<file path="src/rtl/dccm_arbiter.sv">
// dccm_arbiter: shares the DCCM read port and write port between the LSU
// (port 0) and a DMA/debug loader (port 1). Fixed LSU priority per port,
// a per-port starvation guard for the DMA and a same-word read/write
// interlock. Read data is routed back using an owner shift register.
// Optional build macro: DCCM_ARB_PERF_EN adds wait/collision counters.
module dccm_arbiter #(
  parameter int XLEN         = 32,
  parameter int STARVE_LIMIT = 4,
  parameter int RD_LATENCY   = 1
) (
  input  logic            clk,
  input  logic            rst_n,
  input  logic            lsu_req,
  input  logic            lsu_we,
  input  logic [XLEN-1:0] lsu_addr,
  input  logic [XLEN-1:0] lsu_wdata,
  output logic            lsu_gnt,
  output logic [XLEN-1:0] lsu_rdata,
  output logic            lsu_rvalid,
  input  logic            dma_req,
  input  logic            dma_we,
  input  logic [XLEN-1:0] dma_addr,
  input  logic [XLEN-1:0] dma_wdata,
  output logic            dma_gnt,
  output logic [XLEN-1:0] dma_rdata,
  output logic            dma_rvalid,
  output logic [XLEN-1:0] dccm_raddr,
  output logic            dccm_rvalid_in,
  input  logic [XLEN-1:0] dccm_rdata,
  input  logic            dccm_rvalid_out,
  output logic [XLEN-1:0] dccm_waddr,
  output logic            dccm_wen,
  output logic [XLEN-1:0] dccm_wdata
`ifdef DCCM_ARB_PERF_EN
  ,
  output logic [XLEN-1:0] perf_lsu_wait,
  output logic [XLEN-1:0] perf_dma_wait,
  output logic [XLEN-1:0] perf_collision
`endif
);

  localparam logic [3:0] STARVE_MAX = 4'(STARVE_LIMIT);

  logic                  lsu_rd_s, lsu_wr_s, dma_rd_s, dma_wr_s;
  logic                  same_word_s, rd_collide_s;
  logic                  lsu_rd_gnt_s, dma_rd_gnt_s, lsu_wr_gnt_s, dma_wr_gnt_s;
  logic [3:0]            rd_starve_r, wr_starve_r;
  logic [RD_LATENCY-1:0] own_vld_r, own_dma_r;
  logic                  tail_vld_s, tail_dma_s;
  logic                  orphan_err_r;

  // Classify each requester as a read or write candidate and detect a same-word collision
  always_comb begin
    lsu_rd_s     = lsu_req & ~lsu_we;
    lsu_wr_s     = lsu_req &  lsu_we;
    dma_rd_s     = dma_req & ~dma_we;
    dma_wr_s     = dma_req &  dma_we;
    same_word_s  = (lsu_addr[XLEN-1:2] == dma_addr[XLEN-1:2]);
    rd_collide_s = same_word_s & ((lsu_rd_s & dma_wr_s) | (dma_rd_s & lsu_wr_s));
  end

  // Read and write port arbitration; the collision interlock beats a forced DMA grant
  always_comb begin
    lsu_rd_gnt_s = 1'b0;
    dma_rd_gnt_s = 1'b0;
    lsu_wr_gnt_s = 1'b0;
    dma_wr_gnt_s = 1'b0;
    if (!rst_n) begin
      lsu_rd_gnt_s = 1'b0;
      dma_rd_gnt_s = 1'b0;
    end else if (rd_collide_s) begin
      lsu_rd_gnt_s = 1'b0;
      dma_rd_gnt_s = 1'b0;
    end else if (lsu_rd_s && dma_rd_s) begin
      if (rd_starve_r == STARVE_MAX) begin
        dma_rd_gnt_s = 1'b1;
      end else begin
        lsu_rd_gnt_s = 1'b1;
      end
    end else begin
      lsu_rd_gnt_s = lsu_rd_s;
      dma_rd_gnt_s = dma_rd_s;
    end
    if (!rst_n) begin
      lsu_wr_gnt_s = 1'b0;
      dma_wr_gnt_s = 1'b0;
    end else if (lsu_wr_s && dma_wr_s) begin
      if (wr_starve_r == STARVE_MAX) begin
        dma_wr_gnt_s = 1'b1;
      end else begin
        lsu_wr_gnt_s = 1'b1;
      end
    end else begin
      lsu_wr_gnt_s = lsu_wr_s;
      dma_wr_gnt_s = dma_wr_s;
    end
  end

  // Drive grants and the DCCM ports from the winners; idle ports are held at zero
  always_comb begin
    lsu_gnt        = lsu_rd_gnt_s | lsu_wr_gnt_s;
    dma_gnt        = dma_rd_gnt_s | dma_wr_gnt_s;
    dccm_rvalid_in = lsu_rd_gnt_s | dma_rd_gnt_s;
    dccm_wen       = lsu_wr_gnt_s | dma_wr_gnt_s;
    dccm_raddr     = '0;
    dccm_waddr     = '0;
    dccm_wdata     = '0;
    if (lsu_rd_gnt_s) begin
      dccm_raddr = lsu_addr;
    end else if (dma_rd_gnt_s) begin
      dccm_raddr = dma_addr;
    end else begin
      dccm_raddr = '0;
    end
    if (lsu_wr_gnt_s) begin
      dccm_waddr = lsu_addr;
      dccm_wdata = lsu_wdata;
    end else if (dma_wr_gnt_s) begin
      dccm_waddr = dma_addr;
      dccm_wdata = dma_wdata;
    end else begin
      dccm_waddr = '0;
      dccm_wdata = '0;
    end
  end

  // Starvation counters: count denied DMA cycles per port, saturating at the limit
  always_ff @(posedge clk) begin
    if (!rst_n) begin
      rd_starve_r <= 4'd0;
      wr_starve_r <= 4'd0;
    end else begin
      if (!dma_req || dma_rd_gnt_s) begin
        rd_starve_r <= 4'd0;
      end else if (dma_rd_s && (rd_starve_r < STARVE_MAX)) begin
        rd_starve_r <= rd_starve_r + 4'd1;
      end else begin
        rd_starve_r <= rd_starve_r;
      end
      if (!dma_req || dma_wr_gnt_s) begin
        wr_starve_r <= 4'd0;
      end else if (dma_wr_s && (wr_starve_r < STARVE_MAX)) begin
        wr_starve_r <= wr_starve_r + 4'd1;
      end else begin
        wr_starve_r <= wr_starve_r;
      end
    end
  end

  // Owner shift register: one {valid, is_dma} entry per cycle of DCCM read latency
  always_ff @(posedge clk) begin
    if (!rst_n) begin
      own_vld_r <= '0;
      own_dma_r <= '0;
    end else begin
      own_vld_r[0] <= lsu_rd_gnt_s | dma_rd_gnt_s;
      own_dma_r[0] <= dma_rd_gnt_s;
      for (int i = 1; i < RD_LATENCY; i++) begin
        own_vld_r[i] <= own_vld_r[i-1];
        own_dma_r[i] <= own_dma_r[i-1];
      end
    end
  end

  assign tail_vld_s = own_vld_r[RD_LATENCY-1];
  assign tail_dma_s = own_dma_r[RD_LATENCY-1];

  // Route returning read data to the owner recorded at the tail of the shift register
  always_comb begin
    lsu_rvalid = 1'b0;
    dma_rvalid = 1'b0;
    lsu_rdata  = '0;
    dma_rdata  = '0;
    if (rst_n && dccm_rvalid_out && tail_vld_s) begin
      if (tail_dma_s) begin
        dma_rvalid = 1'b1;
        dma_rdata  = dccm_rdata;
      end else begin
        lsu_rvalid = 1'b1;
        lsu_rdata  = dccm_rdata;
      end
    end else begin
      lsu_rvalid = 1'b0;
      dma_rvalid = 1'b0;
    end
  end

  // Sticky flag for DCCM read data that no granted read is waiting for
  always_ff @(posedge clk) begin
    if (!rst_n) begin
      orphan_err_r <= 1'b0;
    end else if (dccm_rvalid_out && !tail_vld_s) begin
      orphan_err_r <= 1'b1;
    end else begin
      orphan_err_r <= orphan_err_r;
    end
  end

`ifdef DCCM_ARB_PERF_EN
  logic [31:0] lsu_wait_cnt_r, dma_wait_cnt_r, collision_cnt_r;

  // Wrapping performance counters for requester wait cycles and read collisions
  always_ff @(posedge clk) begin
    if (!rst_n) begin
      lsu_wait_cnt_r  <= 32'd0;
      dma_wait_cnt_r  <= 32'd0;
      collision_cnt_r <= 32'd0;
    end else begin
      if (lsu_req && !lsu_gnt) begin
        lsu_wait_cnt_r <= lsu_wait_cnt_r + 32'd1;
      end
      if (dma_req && !dma_gnt) begin
        dma_wait_cnt_r <= dma_wait_cnt_r + 32'd1;
      end
      if (rd_collide_s) begin
        collision_cnt_r <= collision_cnt_r + 32'd1;
      end
    end
  end

  assign perf_lsu_wait  = XLEN'(lsu_wait_cnt_r);
  assign perf_dma_wait  = XLEN'(dma_wait_cnt_r);
  assign perf_collision = XLEN'(collision_cnt_r);
`endif

endmodule

</file>
<file path="config.mk">
export PLATFORM = sky130hd
export DESIGN_NAME = dccm_arbiter
export DESIGN_NICKNAME = d
export VERILOG_FILES = /design/src/rtl/dccm_arbiter.sv
export SDC_FILE = /design/constraint.sdc
export NUM_CORES = 1
export LEC_CHECK = 0
export CAP_MARGIN = 20
export CORE_AREA = 2 2 130 132
export CTS_CLUSTER_SIZE = 10
export DETAILED_ROUTE_END_ITERATION = 16
export DIE_AREA = 0 0 132 134
export GPL_TIMING_DRIVEN = 0
export SLEW_MARGIN = 10
export SYNTH_ARGS = -nofsm -noshare
export SYNTH_HDL_FRONTEND = slang
export SYNTH_SLANG_ARGS = --single-unit
</file>
<file path="constraint.sdc">
create_clock -name clk -period 2 [get_ports clk]
set_clock_uncertainty 0.05 [all_clocks]
set_input_delay 0.2 -clock clk [delete_from_list [all_inputs] [get_ports clk]]
set_output_delay 0.2 -clock clk [all_outputs]
set_load 0.05 [all_outputs]
</file>
==> metrics.json, run 1 <==
{
  "power.sequential.fraction": 0.095,
  "achievable-frequency_mhz": 431,
  "power_switching_share": 0.428,
  "die_area_mm2": 0.0177,
  "drive_above_1_share": 0.579,
  "yosysWarnings": 0,
  "post-synth-top-area-cell": "sky130_fd_sc_hd__a22o_1",
  "run_status": "finished, violations left",
  "n_fill_cell": 1591,
  "postSynthCellCount": 328,
  "violations": "setup timing",
  "synth_enable_flop_cells": 0,
  "root_buffer": "sky130_fd_sc_hd__clkbuf_16",
  "ys_async_sr_fraction": 0,
  "clock_sinks": 10,
  "arrival_time_of_data_at_the_critical_path_endpoint_ns": 2.07,
  "slew_violations": 0,
  "post-synth-top-area-fraction": 0.240,
  "drt-pass1-iter-count": 4,
  "internal-power_w": 0.00124,
  "critical_path.reg2reg.startpoint": "rd_starve_r[0]",
  "postRouteAntennaNets": 0,
  "maximum_vdd_drop_mv": 0.136,
  "fp.coreArea_mm2": 0.0163,
  "cp-end-kind": "output pin",
  "track_usage": 0.184,
  "setup_slack_ns": -0.318,
  "setup_viol_count_final": 98,
  "detail_route.wl_per_cell_um": 19.5,
  "syn2layout_area_growth_pct": 220,
  "cts_buffers": 3,
  "gpl.final_weighted_congestion": 0.994,
  "worst-slew-pin-transition_ns": 0.568,
  "clock_latency_ns": 0.24,
  "buffer_ports.inserted": 331,
  "std_cell_rows": 47,
  "detail_route.drc_violations": 0,
  "pwr_density_cell_mw_per_mm2": 289,
  "synth.avg_cell_area_um2": 7.13,
  "num_io_pins": 333,
  "dp_hpwl_um": 14000,
  "holdCritStartpoint": "wr_starve_r[3]",
  "holdBufCountCts": 0,
  "muxShareOfSynthArea": 0.00856,
  "cts-htree-levels": 1,
  "postSynth.topFlopCell": "sky130_fd_sc_hd__dfxtp_1",
  "crit_family": "simple AND/OR/NAND/NOR gates",
  "tritoncts": "done",
  "avgViaCountPerCell": 4.49,
  "holdWs_ns": 0.416,
  "crit_path_max_fanout": 5,
  "synth.distinct_cells": 33,
  "netlist_top_cells_area": "sky130_fd_sc_hd__a22o_1 (24%), sky130_fd_sc_hd__and2_1 (17%), sky130_fd_sc_hd__a22oi_1 (10%), sky130_fd_sc_hd__dfxtp_1 (8.6%), sky130_fd_sc_hd__xor2_1 (7.1%)",
  "net-switching-power_w": 0.000927,
  "nets_final": 856,
  "compound_cell_area_share_of_the_yosys_netlist": 0.394,
  "synthesis.area_mm2": 0.00234,
  "critPathSlowestCell": "sky130_fd_sc_hd__or4_4",
  "most_instantiated_library_cell_after_synthesis": "sky130_fd_sc_hd__and2_1",
  "synth_seq_area_share": 0.0856,
  "combined_area_of_the_multi_input_logic_cells_mm2": 0.00295,
  "wirelength_um": 17600,
  "vias_in_the_first_global_route": 4388,
  "synth_commonest_cells": "sky130_fd_sc_hd__and2_1 (65), sky130_fd_sc_hd__a22o_1 (64), sky130_fd_sc_hd__nor2_1 (41)",
  "antenna_violations_before_repair": 1,
  "worstSetupStartpointType": "input port",
  "regArea_um2": 203,
  "critical_setup_path_kind": "in2out",
  "grt_overflow": 0,
  "finalCriticalPeriod_ns": 2.32,
  "cts.clk_slew.worst_paths_ns": 0.04,
  "clock_power_share": 0.186,
  "report.final.hold_viol_count": 0,
  "cell_chain_critical_path": "buf_8 -> xnor2_4 -> nand4_1 -> or4_4 -> nor4_4 -> buf_6 -> buf_12 -> buf_12 -> o21bai_2 -> buf_6",
  "floorplan.die.height_um": 134,
  "synth-simple-area-share": 0.303,
  "die_x_extent_um": 132,
  "timing.setup.tns_ns": -16.74,
  "synth-xor-area-share": 0.124,
  "grt_first_pass_wirelength_um": 25300,
  "min_path_type": "reg2reg",
  "critical_path_required_ns": 1.75,
  "initialDrtViolationCount": 135,
  "synth-adder-area-share": 0.0214,
  "maximum_number_of_pins_on_one_net_before_global_route_repair": 11,
  "detailroute.via_count": 4063,
  "power.combinational.fraction": 0.718,
  "power.leakage_nw": 3.33,
  "ys_seq_elements": 10,
  "rsz0062_at_grt": "yes",
  "clock_path_buffers": 2,
  "worst_setup_path_startpoint": "lsu_addr[9]",
  "worstPathBufferInverterCount": 5,
  "timing.max_slew.rel_slack": 0.621,
  "postSynthNetCount": 499,
  "synth_top_family_by_area": "compound AO/OA/AOI/OAI gates",
  "timing.final.crit_share": 1.16,
  "final_util": 0.460,
  "worst_stage_delay_on_the_critical_path_ns": 0.46,
  "max_cap_violations": 0,
  "floorplan.initialDensity": 0.144
}
==> state kept, by name (all words and copies together), names as in the netlist <==
name         cells
own_dma_r        1
own_vld_r        1
rd_starve_r      4
wr_starve_r      4
==> tightest hold or removal path: cells and delay by family (launching register included) <==
kind | cells | cell delay (ns)
buffers and inverters | 1 | 0.07
DFF | 1 | 0.31
and+or+nand+nor | 1 | 0.04
==> cells by family after synthesis <==
kind of cell	after synthesis
adders and majority gates	4
and+or+nand+nor	129
buffers and inverters	38
xor gates and xnor gates	33
DFF	10
muxes	2
AOI/OAI and AO/OA	112
==> routing by layer <==
layer / wire length (um) / up-vias / track usage
met3: 1420 / 24 / 0.0488
li1: - / 1917 / -
met4: 397 / 0 / 0.0574
met5: 0 / - / 0
met1: 6300 / 1899 / 0.194
met2: 9490 / 223 / 0.353
==> cell usage in the layout, fill, tap and decap left out, types with 11 or more instances in the layout <==
cell / Yosys / routed
sky130_fd_sc_hd__a22o_1: 64 / 14
sky130_fd_sc_hd__a22o_4: 0 / 42
sky130_fd_sc_hd__a22oi_2: 0 / 25
sky130_fd_sc_hd__and2_1: 65 / 64
sky130_fd_sc_hd__buf_12: 0 / 13
sky130_fd_sc_hd__buf_2: 3 / 77
sky130_fd_sc_hd__buf_6: 0 / 61
sky130_fd_sc_hd__buf_8: 0 / 54
sky130_fd_sc_hd__clkbuf_2: 0 / 12
sky130_fd_sc_hd__clkdlybuf4s15_2: 0 / 13
sky130_fd_sc_hd__clkdlybuf4s50_1: 0 / 104
sky130_fd_sc_hd__dlygate4sd2_1: 0 / 19
sky130_fd_sc_hd__nor2_4: 0 / 33
sky130_fd_sc_hd__xnor2_1: 14 / 11
sky130_fd_sc_hd__xor2_1: 19 / 11
==> final timing paths <==
path	slack [ns]	end	cells past startpoint
worst max-delay path	-0.32	lsu_gnt	10
worst max register to register	0.39	rd_starve_r[0]	5
worst min-delay path	0.42	wr_starve_r[3]	2
worst min register to register	0.42	wr_starve_r[3]	2
==> area by class of cell <==
class / instances / area share
flip-flops and latches: 10 / 0.0271
clock buffers: 4 / 0.0119
inverters: 7 / 0.00351
multi-input cells: 280 / 0.394
diodes: 1 / 0.000334
plain buffers: 29 / 0.0533
repair buffers: 354 / 0.473
well taps: 220 / 0.0368
==> what timing repair did <==
item | 4_1_cts | 5_1_grt
gates cloned | 6 | 1
pin swaps | 47 | 25
buffers inserted | 12 | 5
endpoints found under the setup margin | 175 | 159
gates resized for setup | 1155 | 242
==> metrics by stage <==
step / instance area, um2 / std cells / setup slack (ns) / total power [W]
detailed placement: 6540 / 879 / -1.65 / 0.00158
CTS: 7380 / 901 / -0.294 / 0.00208
global route: 7490 / 905 / -0.379 / 0.00224
floorplan: 2950 / 328 / -0.0840 / 0.000902
global placement: 6540 / 879 / -1.64 / 0.00158
finish: 7490 / 905 / -0.318 / 0.00216
==> power groups by stage <==
stage | clock network (W) | logic [W] | registers (W)
4_1_cts | 0.000405 | 0.00147 | 0.000206
3_3_place_gp | 0 | 0.00137 | 0.000209
2_1_floorplan | 0 | 0.000693 | 0.000209
5_1_grt | 0.000412 | 0.00162 | 0.000206
6_report | 0.000403 | 0.00155 | 0.000206
3_5_place_dp | 0 | 0.00138 | 0.000209
Note: power is estimated with default switching activity, not from simulation.
==> inputs of run 2 (changes only) <==
- CORE_AREA: 2 2 130 132 -> 2 2 129 131
- DIE_AREA: 0 0 132 134 -> 0 0 131 133
- clock period: 2 -> 2.7 ns (I/O delays scaled with it)
==> run 2 against run 1 <==
Net effect: the flow now finishes without violations; critical path depth fell by 3; via count fell by 2.6%; final cell count fell by 1.9%.
==> metrics.json, run 2 (synthesis gave the netlist of run 1 again) <==
{
  "run_status": "finished, final reports clean",
  "placedInstanceArea_mm2": 0.00593,
  "timing.max_slew.rel_slack": 0.636,
  "top_usage_layer": "met2",
  "min_delay_path_depth": 2,
  "cts.clk_slew.worst_paths_ns": 0.04,
  "pwr_density_cell_mw_per_mm2": 231,
  "internal-power_w": 0.000760,
  "critical_setup_path_kind": "in2out",
  "crit_path_max_fanout": 10,
  "setup_viol_count_final": 0,
  "holdWs_ns": 0.410,
  "num_io_pins": 333,
  "report.final.hold_viol_count": 0,
  "detailroute.via_count": 3959,
  "std_cell_rows": 47,
  "rsz0062_at_grt": "no",
  "buffer_ports.inserted": 331,
  "grt_util_met2": 0.345,
  "worstSetupStartpointType": "input port",
  "power_switching_share": 0.441,
  "timing.final.crit_share": 0.956,
  "syn2layout_area_growth_pct": 152,
  "timing.reg2reg.worst_path_depth": 7,
  "die_area_mm2": 0.0174,
  "wirelength_um": 16400,
  "stdcell_count": 888,
  "fp.coreArea_mm2": 0.0162,
  "min_path_type": "reg2reg",
  "holdBufCountCts": 0,
  "maximum_vdd_drop_mv": 0.145,
  "initialDrtViolationCount": 88,
  "clock_latency_ns": 0.23,
  "worst-slew-pin-transition_ns": 0.548,
  "tritoncts": "done",
  "detail_route.wl_per_cell_um": 18.5,
  "nets_final": 840,
  "slew_violations": 0,
  "drive_above_1_share": 0.299,
  "finalCriticalPeriod_ns": 2.58,
  "antenna_cells": 0,
  "leading_cell_types_in_the_layout_fill_and_taps_excluded": "sky130_fd_sc_hd__clkdlybuf4s50_1 (144), sky130_fd_sc_hd__a22o_1 (64), sky130_fd_sc_hd__and2_1 (64)",
  "placed_cells_incl_taps": 879,
  "net-switching-power_w": 0.000599,
  "power.sequential.fraction": 0.112,
  "clock_sinks": 10,
  "cts-htree-levels": 1,
  "final_util": 0.364,
  "gpl.final_weighted_congestion": 0.831,
  "cts_buffers": 3,
  "clock_path_buffers": 2,
  "maximum_number_of_pins_on_one_net_before_global_route_repair": 11,
  "power.leakage_nw": 2.85,
  "track_usage": 0.172,
  "dp_hpwl_um": 14100,
  "power_w": 0.00136,
  "arrival_time_of_data_at_the_critical_path_endpoint_ns": 2.26,
  "floorplan.die.height_um": 133,
  "root_buffer": "sky130_fd_sc_hd__clkbuf_16",
  "grt.met1_usage": 0.178,
  "grt_overflow": 0,
  "achievable-frequency_mhz": 388,
  "clock_power_share": 0.213,
  "grt_first_pass_wirelength_um": 23200,
  "antenna_violations_before_repair": 0,
  "postRouteAntennaNets": 0,
  "groute.layer.met3.usage": 0.0408,
  "max_cap_violations": 0,
  "drt-pass1-iter-count": 4,
  "design_area_mm2": 0.00589,
  "avgViaCountPerCell": 4.46,
  "detail_route.drc_violations": 0,
  "die_x_extent_um": 131,
  "largestRegisters": "rd_starve_r: 4 flops, wr_starve_r: 4 flops",
  "vias_in_the_first_global_route": 4111,
  "power.combinational.fraction": 0.674,
  "floorplan.initialDensity": 0.145,
  "critical_path_required_ns": 2.38,
  "layout.cells.most_common": "sky130_fd_sc_hd__clkdlybuf4s50_1",
  "cp-end-kind": "output pin"
}
==> run 2: cell types whose count changed in the layout (fill, tap and decap cells not counted), moves of 27 or more <==
cell	change
sky130_fd_sc_hd__buf_2	-27
sky130_fd_sc_hd__buf_8	-53
sky130_fd_sc_hd__clkdlybuf4s50_1	+40
sky130_fd_sc_hd__a22o_1	+50
sky130_fd_sc_hd__buf_6	-54
sky130_fd_sc_hd__buf_4	+29
sky130_fd_sc_hd__nor2_4	-33
sky130_fd_sc_hd__nor2_1	+30
sky130_fd_sc_hd__a22o_4	-42
==> run 2: final timing paths <==
kind | startpoint | end | slack (ns)
setup / recovery | rst_n | dccm_waddr[7] | 0.12
hold / removal | wr_starve_r[3] | wr_starve_r[3] | 0.41
setup reg to reg | wr_starve_r[0] | wr_starve_r[0] | 0.99
hold reg to reg | wr_starve_r[3] | wr_starve_r[3] | 0.41
==> run 2: layer usage <==
layer	part of all wire	routed length (um)
met3	0.088	1440
met5	0	0
met2	0.53	8730
met4	0.017	284
met1	0.36	5960
==> run 2: timing repair <==
action,in CTS,in global routing
setup endpoints to repair,163,153
pin swaps,4,7
setup buffers,5,0
gates resized for setup,604,150
==> run 2: area by class of cell <==
cell class,count,area (um2)
tap,220,275
inverter,7,26.3
sequential,10,200
buffer,31,198
multi-input combinational,280,2100
fill,1727,10300
clock buffer,4,88.8
timing repair buffer,336,3000
==> run 2: power by group through the flow <==
stage               sequential [W]  combinational, W  clock (W)
floorplan                 0.000155          0.000450          0
global placement          0.000155          0.000946          0
detailed placement        0.000155          0.000951          0
CTS                       0.000153          0.000934   0.000297
global route              0.000153          0.000964   0.000303
finish                    0.000153          0.000917   0.000290
==> run 2: stage by stage <==
stage | setup WS (ns) | TNS [ns]
floorplan | 0.263 | 0
global placement | -1.26 | -106.45
detailed placement | -1.28 | -110.57
CTS | -0.00482 | -0.00482
global route | 0.000771 | 0
finish | 0.119 | 0
==> run 2: critical path, stage by stage <==
cell and delay (ns):
sky130_fd_sc_hd__clkdlybuf4s50_1 0.60, sky130_fd_sc_hd__and2_2 0.24, sky130_fd_sc_hd__o211a_1 0.19, sky130_fd_sc_hd__clkbuf_4 0.23, sky130_fd_sc_hd__buf_2 0.24, sky130_fd_sc_hd__a22o_1 0.20
sky130_fd_sc_hd__buf_2 0.28
